$ cat src/rtl/ysyx_22040237_lsu.sv
// ============================================================================
// Module   : ysyx_22040237_lsu
// Brief    : Load/store unit between EXU and WBU; one aligned 64-bit memory
//            request per memory instruction, load extension, store byte mask.
// Revision : 1.0
// ============================================================================
`default_nettype none

module ysyx_22040237_lsu #(
  parameter int REG_WIDTH  = 64,
  parameter int ADDR_WIDTH = 64
) (
  input  logic                  clk,
  input  logic                  rst,
  input  logic                  in_valid_i,
  output logic                  in_ready_o,
  input  logic                  mem_rd_en_i,
  input  logic                  mem_wr_en_i,
  input  logic [2:0]            funct3_i,
  input  logic [ADDR_WIDTH-1:0] addr_i,
  input  logic [REG_WIDTH-1:0]  wdata_i,
  input  logic [REG_WIDTH-1:0]  alu_data_i,
  input  logic                  rd_wr_en_i,
  input  logic [4:0]            rd_idx_i,
  output logic                  mem_req_valid_o,
  input  logic                  mem_req_ready_i,
  output logic                  mem_req_we_o,
  output logic [ADDR_WIDTH-1:0] mem_req_addr_o,
  output logic [REG_WIDTH-1:0]  mem_req_wdata_o,
  output logic [7:0]            mem_req_wmask_o,
  input  logic                  mem_resp_valid_i,
  input  logic [REG_WIDTH-1:0]  mem_resp_rdata_i,
  output logic                  out_valid_o,
  input  logic                  out_ready_i,
  output logic                  rd_wr_en_o,
  output logic [4:0]            rd_idx_o,
  output logic [REG_WIDTH-1:0]  rd_data_o,
  output logic                  lsu_err_o
);

  typedef enum logic [1:0] {
    S_IDLE = 2'd0,
    S_REQ  = 2'd1,
    S_WAIT = 2'd2,
    S_DONE = 2'd3
  } state_t;

  state_t r_state, w_state_nxt;

  logic                  r_we;
  logic [2:0]            r_funct3;
  logic [ADDR_WIDTH-1:0] r_addr;
  logic [REG_WIDTH-1:0]  r_wdata;
  logic [4:0]            r_rd_idx;
  logic                  r_rd_wr_en;
  logic [REG_WIDTH-1:0]  r_rd_data;
  logic                  r_err;

  logic                  w_is_mem;
  logic                  w_illegal;
  logic                  w_misalign;
  logic                  w_bad;
  logic                  w_accept;
  logic [2:0]            w_off;
  logic [7:0]            w_size_mask;
  logic [REG_WIDTH-1:0]  w_shifted;
  logic [REG_WIDTH-1:0]  w_load_data;

  // Decode of the incoming instruction, evaluated only while accepting
  assign w_is_mem  = mem_rd_en_i | mem_wr_en_i;
  assign w_illegal = mem_rd_en_i ? (funct3_i == 3'b111) : (mem_wr_en_i & funct3_i[2]);
  assign w_bad     = w_is_mem & (w_illegal | w_misalign);
  assign w_accept  = (r_state == S_IDLE) & in_valid_i;

  always_comb begin
    w_misalign = 1'b0;
    case (funct3_i[1:0])
      2'b01:   w_misalign = addr_i[0];
      2'b10:   w_misalign = |addr_i[1:0];
      2'b11:   w_misalign = |addr_i[2:0];
      default: w_misalign = 1'b0;
    endcase
  end

  always_ff @(posedge clk or negedge rst) begin
    if (!rst) r_state <= S_IDLE;
    else      r_state <= w_state_nxt;
  end

  always_comb begin
    w_state_nxt = r_state;
    case (r_state)
      S_IDLE: if (in_valid_i) w_state_nxt = (!w_is_mem || w_bad) ? S_DONE : S_REQ;
      S_REQ:  if (mem_req_ready_i) w_state_nxt = S_WAIT;
      S_WAIT: if (mem_resp_valid_i) w_state_nxt = S_DONE;
      S_DONE: if (out_ready_i) w_state_nxt = S_IDLE;
      default: w_state_nxt = S_IDLE;
    endcase
  end

  assign in_ready_o      = (r_state == S_IDLE);
  assign mem_req_valid_o = (r_state == S_REQ);
  assign out_valid_o     = (r_state == S_DONE);

  // Request fields derive only from captured state, so they hold during stalls
  assign w_off = r_addr[2:0];

  always_comb begin
    w_size_mask = 8'h01;
    case (r_funct3[1:0])
      2'b00:   w_size_mask = 8'h01;
      2'b01:   w_size_mask = 8'h03;
      2'b10:   w_size_mask = 8'h0F;
      default: w_size_mask = 8'hFF;
    endcase
  end

  assign mem_req_we_o    = r_we;
  assign mem_req_addr_o  = {r_addr[ADDR_WIDTH-1:3], 3'b000};
  assign mem_req_wdata_o = r_wdata << {w_off, 3'b000};
  assign mem_req_wmask_o = r_we ? (w_size_mask << w_off) : 8'h00;

  assign w_shifted = mem_resp_rdata_i >> {w_off, 3'b000};

  always_comb begin
    w_load_data = w_shifted;
    case (r_funct3)
      3'b000:  w_load_data = {{(REG_WIDTH-8){w_shifted[7]}},   w_shifted[7:0]};
      3'b001:  w_load_data = {{(REG_WIDTH-16){w_shifted[15]}}, w_shifted[15:0]};
      3'b010:  w_load_data = {{(REG_WIDTH-32){w_shifted[31]}}, w_shifted[31:0]};
      3'b100:  w_load_data = {{(REG_WIDTH-8){1'b0}},  w_shifted[7:0]};
      3'b101:  w_load_data = {{(REG_WIDTH-16){1'b0}}, w_shifted[15:0]};
      3'b110:  w_load_data = {{(REG_WIDTH-32){1'b0}}, w_shifted[31:0]};
      default: w_load_data = w_shifted;
    endcase
  end

  always_ff @(posedge clk or negedge rst) begin
    if (!rst) begin
      r_we       <= 1'b0;
      r_funct3   <= 3'b000;
      r_addr     <= '0;
      r_wdata    <= '0;
      r_rd_idx   <= 5'd0;
      r_rd_wr_en <= 1'b0;
      r_rd_data  <= '0;
      r_err      <= 1'b0;
    end else if (w_accept) begin
      r_we     <= mem_wr_en_i;
      r_funct3 <= funct3_i;
      r_addr   <= addr_i;
      r_wdata  <= wdata_i;
      r_rd_idx <= rd_idx_i;
      if (!w_is_mem) begin
        r_rd_data  <= alu_data_i;
        r_rd_wr_en <= rd_wr_en_i;
        r_err      <= 1'b0;
      end else if (w_bad) begin
        r_rd_data  <= '0;
        r_rd_wr_en <= 1'b0;
        r_err      <= 1'b1;
      end else begin
        r_rd_data  <= '0;
        r_rd_wr_en <= rd_wr_en_i & ~mem_wr_en_i;
        r_err      <= 1'b0;
      end
    end else if ((r_state == S_WAIT) && mem_resp_valid_i) begin
      r_rd_data <= r_we ? '0 : w_load_data;
      if (r_we) r_rd_wr_en <= 1'b0;
    end
  end

  assign rd_wr_en_o = r_rd_wr_en;
  assign rd_idx_o   = r_rd_idx;
  assign rd_data_o  = r_rd_data;
  assign lsu_err_o  = r_err;

endmodule

`default_nettype wire

$ cat config.mk
export PLATFORM = sky130hd
export DESIGN_NAME = ysyx_22040237_lsu
export DESIGN_NICKNAME = d
export VERILOG_FILES = /design/src/rtl/ysyx_22040237_lsu.sv
export SDC_FILE = /design/constraint.sdc
export NUM_CORES = 1
export LEC_CHECK = 0
export CAP_MARGIN = 20
export CORE_AREA = 2 2 188 190
export CTS_CLUSTER_DIAMETER = 40
export DETAILED_ROUTE_END_ITERATION = 7
export DIE_AREA = 0 0 190 192
export GPL_TIMING_DRIVEN = 1
export PLACE_DENSITY = 0.67
export REMOVE_ABC_BUFFERS = 1
export SETUP_SLACK_MARGIN = 0.15
export SLEW_MARGIN = 15
export SYNTH_ARGS = -nofsm -noshare
export SYNTH_HDL_FRONTEND = slang
export SYNTH_SLANG_ARGS = --single-unit
$ cat constraint.sdc
create_clock -name clk -period 4.4 [get_ports clk]
set_input_delay 0.88 -clock clk [delete_from_list [all_inputs] [get_ports clk]]
set_output_delay 0.88 -clock clk [all_outputs]
set_load 0.01 [all_outputs]
==> results by group <==
Power and ir drop
  • Standby leakage power: 7.47 nW
  • Areal power density over the cells: 814 mW/mm^2
  • Sum of internal, switching and leakage power: 14.9 mW
  • Maximum resistive drop on vdd: 450 uV

Route
  • DRC violation count after routing: 0
  • Routed Antenna Nets: 0
  • Average via count per standard cell: 5.44
  • Wire per inst: 22.2 um
  • Total iterations of the first detailed-routing run: 7
  • DRT iter0 DRCs: 707
  • Total number of vias: 11,300
  • Routed wire length: 46,000 um

GRT
  • Wire length of the first global-routing pass: 67,700 um
  • Via count of the first global-routing pass: 11,400
  • Maximum number of pins on one net before global-route repair: 142
  • Global-route total usage across every layer: 24.4%
  • Aggregate global routing overflow: 0
  • Initial antenna violation count: 6

Synth
  • Post-synth EDFFs: 0
  • Multiplexer share of the synthesized area: 24.5%
  • Async SR Flop Fraction: 100%
  • Post-Synth XOR/XNOR Area: 0%
  • Average size of a mapped cell: 10.2 um^2
  • Number of warnings printed during yosys synthesis: 0
  • Complex-gate fraction of the synthesized area: 16.2%
  • Number of flip-flops and latches in the synthesized netlist: 205
  • Gate count after technology mapping: 1,191
  • Post-Synth Adder-Cell Area: 0.412%
  • Most frequently used flop master after synthesis: sky130_fd_sc_hd__dfrtp_1
  • Synth Cell Area: 0.0122 mm^2
  • Synth unique cells: 45
  • Combinational family with the most area after synthesis: multiplexers
  • Simple-gate share of the synthesized area: 8.83%
  • Fraction of the yosys area taken by sequential cells: 42.2%

STA
  • Number of pins exceeding their max-slew limit in the final report: 0
  • Worst slew margin relative to its limit: 29.7%
  • Min Clock Period, post-route: 4.09 ns
  • Max Clock Freq: 245 MHz
  • Worst hold slack across all endpoints: 0.380 ns
  • Final hold violations: 0
  • Clk_skew: 0.0145 ns
  • Number of setup violations in the final report: 0
  • Slew at the pin with the worst max-slew slack: 1.05 ns
  • Setup repair after global routing missed its margin: false
  • Post-layout worst setup margin: 0.311 ns
  • Period utilisation layout: 92.9%

Clock network
  • Post-CTS setup buffers: 0
  • Buffer levels on the longest clock path: 3
  • Number of cells upsized or downsized after cts: 0
  • Clock root buffer master: sky130_fd_sc_hd__clkbuf_16
  • Clock tree from TritonCTS: built
  • Clock input transition at the sequential cells of the worst setup and hold paths: 0.05 ns
  • Cts hold-fix bufs: 0
  • Clock latency at the later pin of the worst-skew pair: 0.54 ns
  • Clock Sinks: 205
  • Total clock buffers created by CTS: 41
  • H-Tree Depth: 2

Die
  • Die Footprint: 0.0365 mm^2
  • Starting density of the core: 35.5%
  • I/O pin count: 484
  • Width of the chip: 190 um
  • Overall die height: 192 um
  • Core region area: 0.0343 mm^2
  • Site Rows: 68

Worst setup path
  • Worst EP required: 3.52 ns
  • Crit end category: primary output
  • Type of the setup path with the least slack: register to primary output
  • Crit path arrival time: 3.21 ns
  • Biggest fanout along the worst timing path: 50
  • Startpoint class of the critical path: register

Worst hold path
  • Worst min-delay path class: input pin to async pin

Layout
  • Post-route non-filler standard cell count: 2,073
  • NumNets Final: 1,857
  • Storage cell area: 0.00514 mm^2
  • Share of layout cells above drive strength 1: 19.6%
  • Area of the multi-input gates: 0.00613 mm^2
  • Area grow syn2layout: 50.9%
  • Filler instances: 3,013

Placed design
  • Number of port buffers: 480
  • Final weighted congestion of routability-driven global placement: 0.892
  • Post-DP HPWL: 32,500 um
  • Pre-CTS worst setup slack: 0.885 ns
  • Number of cells in the design after placement: 1,992

Outcome
  • Run status: complete, no violations

Job
  • Max-cap violations: 0
[cells in the mapped netlist, types with 2 or more instances]
cell | n | area share, %
sky130_fd_sc_hd__buf_6 | 4 | 0.37
sky130_fd_sc_hd__o22ai_1 | 11 | 0.57
sky130_fd_sc_hd__o211ai_1 | 6 | 0.37
sky130_fd_sc_hd__a221oi_1 | 8 | 0.58
sky130_fd_sc_hd__nor2b_1 | 6 | 0.31
sky130_fd_sc_hd__mux2i_1 | 56 | 4.6
sky130_fd_sc_hd__o221ai_1 | 15 | 1.1
sky130_fd_sc_hd__dfrtp_1 | 205 | 42
sky130_fd_sc_hd__nand3_1 | 4 | 0.16
sky130_fd_sc_hd__nand2b_1 | 3 | 0.15
sky130_fd_sc_hd__clkbuf_1 | 61 | 1.9
sky130_fd_sc_hd__buf_4 | 65 | 4.0
sky130_fd_sc_hd__a222oi_1 | 7 | 0.58
sky130_fd_sc_hd__nor2_1 | 118 | 3.6
sky130_fd_sc_hd__mux2_2 | 185 | 17
sky130_fd_sc_hd__o21ai_0 | 62 | 2.6
sky130_fd_sc_hd__ha_1 | 4 | 0.41
sky130_fd_sc_hd__o31ai_1 | 30 | 1.9
sky130_fd_sc_hd__a211oi_1 | 7 | 0.43
sky130_fd_sc_hd__inv_1 | 11 | 0.34
sky130_fd_sc_hd__buf_2 | 14 | 0.58
sky130_fd_sc_hd__a31oi_1 | 2 | 0.10
sky130_fd_sc_hd__a21oi_1 | 93 | 3.8
sky130_fd_sc_hd__and2_1 | 23 | 1.2
sky130_fd_sc_hd__a2bb2oi_1 | 7 | 0.50
sky130_fd_sc_hd__nand2_1 | 56 | 1.7
sky130_fd_sc_hd__buf_1 | 18 | 0.56
sky130_fd_sc_hd__mux4_2 | 15 | 2.8
sky130_fd_sc_hd__a22oi_1 | 57 | 3.5
sky130_fd_sc_hd__nor3_1 | 23 | 0.95
[where the power goes]
group	internal, mW	total (mW)	switching (mW)
Combinational	4.16	8.15	4.00
Clock	2.07	3.17	1.10
Sequential	2.78	3.61	0.833
Total	9.01	14.9	5.93
[worst max-delay path: stages (launching register included)]
cell and delay (ns):
sky130_fd_sc_hd__dfrtp_4 0.90, sky130_fd_sc_hd__buf_4 0.45, sky130_fd_sc_hd__mux2i_1 0.15, sky130_fd_sc_hd__and2_1 0.18, sky130_fd_sc_hd__o31ai_1 0.34, sky130_fd_sc_hd__clkdlybuf4s50_1 0.61
[final timing paths]
kind	slack (ns)	depth (start not counted)	start	to
max	0.31	5	r_addr[1]	mem_req_wdata_o[59]
min in group clk	0.50	2	lsu_err_o	lsu_err_o
max reg2reg	0.91	7	r_addr[1]	rd_data_o[40]
min reg2reg	0.50	2	lsu_err_o	lsu_err_o
min	0.38	1	rst	rd_idx_o[2]
max in group asynchronous	3.09	2	rst	r_wdata[3]
[through the flow]
step           setup TNS, ns  cell area, um^2  util [%]
5_1_grt                    0            18300      53.5
4_1_cts                    0            18300      53.5
3_3_place_gp               0            16900      49.4
3_5_place_dp               0            16900      49.4
6_report                   0            18300      53.5
2_1_floorplan        -297.12            11300         -
[placed cells by master, fill, tap and decap left out, types with 4 or more instances in the layout]
cell	netlist	final
sky130_fd_sc_hd__a222oi_1	7	7
sky130_fd_sc_hd__and2_1	23	22
sky130_fd_sc_hd__diode_2	0	6
sky130_fd_sc_hd__mux2_2	185	185
sky130_fd_sc_hd__clkinvlp_4	0	6
sky130_fd_sc_hd__o211ai_1	6	6
sky130_fd_sc_hd__clkdlybuf4s50_1	0	479
sky130_fd_sc_hd__a21oi_1	93	92
sky130_fd_sc_hd__dfrtp_1	205	202
sky130_fd_sc_hd__a22oi_1	57	57
sky130_fd_sc_hd__a2bb2oi_1	7	7
sky130_fd_sc_hd__clkbuf_16	0	41
sky130_fd_sc_hd__a211oi_1	7	7
sky130_fd_sc_hd__inv_1	11	11
sky130_fd_sc_hd__clkinv_4	0	4
sky130_fd_sc_hd__nor2_1	118	118
sky130_fd_sc_hd__o221ai_1	15	15
sky130_fd_sc_hd__ha_1	4	4
sky130_fd_sc_hd__mux2i_1	56	56
sky130_fd_sc_hd__mux4_2	15	15
sky130_fd_sc_hd__nor2b_1	6	4
sky130_fd_sc_hd__o22ai_1	11	11
sky130_fd_sc_hd__nand2_1	56	55
sky130_fd_sc_hd__clkinv_2	0	6
sky130_fd_sc_hd__nor3_1	23	21
sky130_fd_sc_hd__o31ai_1	30	30
sky130_fd_sc_hd__inv_6	0	7
sky130_fd_sc_hd__bufinv_16	0	5
sky130_fd_sc_hd__o21ai_0	62	62
sky130_fd_sc_hd__a221oi_1	8	8
sky130_fd_sc_hd__buf_4	65	23
[kinds of logic (layout without fill, tap and decap cells)]
family,count (synthesis),in the layout
other,1,9
DFF,205,205
AOI/OAI and AO/OA,309,309
muxes,256,256
adders and majority gates,4,4
and+or+nand+nor,241,241
buffers and inverters,175,594
[metal layers]
layer	global-route usage, %	vias to the layer above	share of wire, %
li1	-	5096	-
met1	27.4	5473	37
met2	42.5	599	49
met3	7.38	107	10
met4	11.0	0	3.8
met5	0	-	0
[registers in the layout, indices dropped and copies added, names as in the netlist]
signal and flops:
r_addr 64, r_funct3 3, rd_data_o 64, rd_idx_o 5
r_state 2, rd_wr_en_o 1, r_wdata 64, lsu_err_o 1
mem_req_we_o 1
[layout make-up]
type,count,share of cell area (%)
antenna,6,0.0819
clock buffer,47,5.88
tap,455,3.10
sequential,205,28.0
timing repair buffer,506,27.5
clock inverter,28,1.75
inverter,13,0.266
multi-input combinational,813,33.4
(Power assumes the default switching activity.)
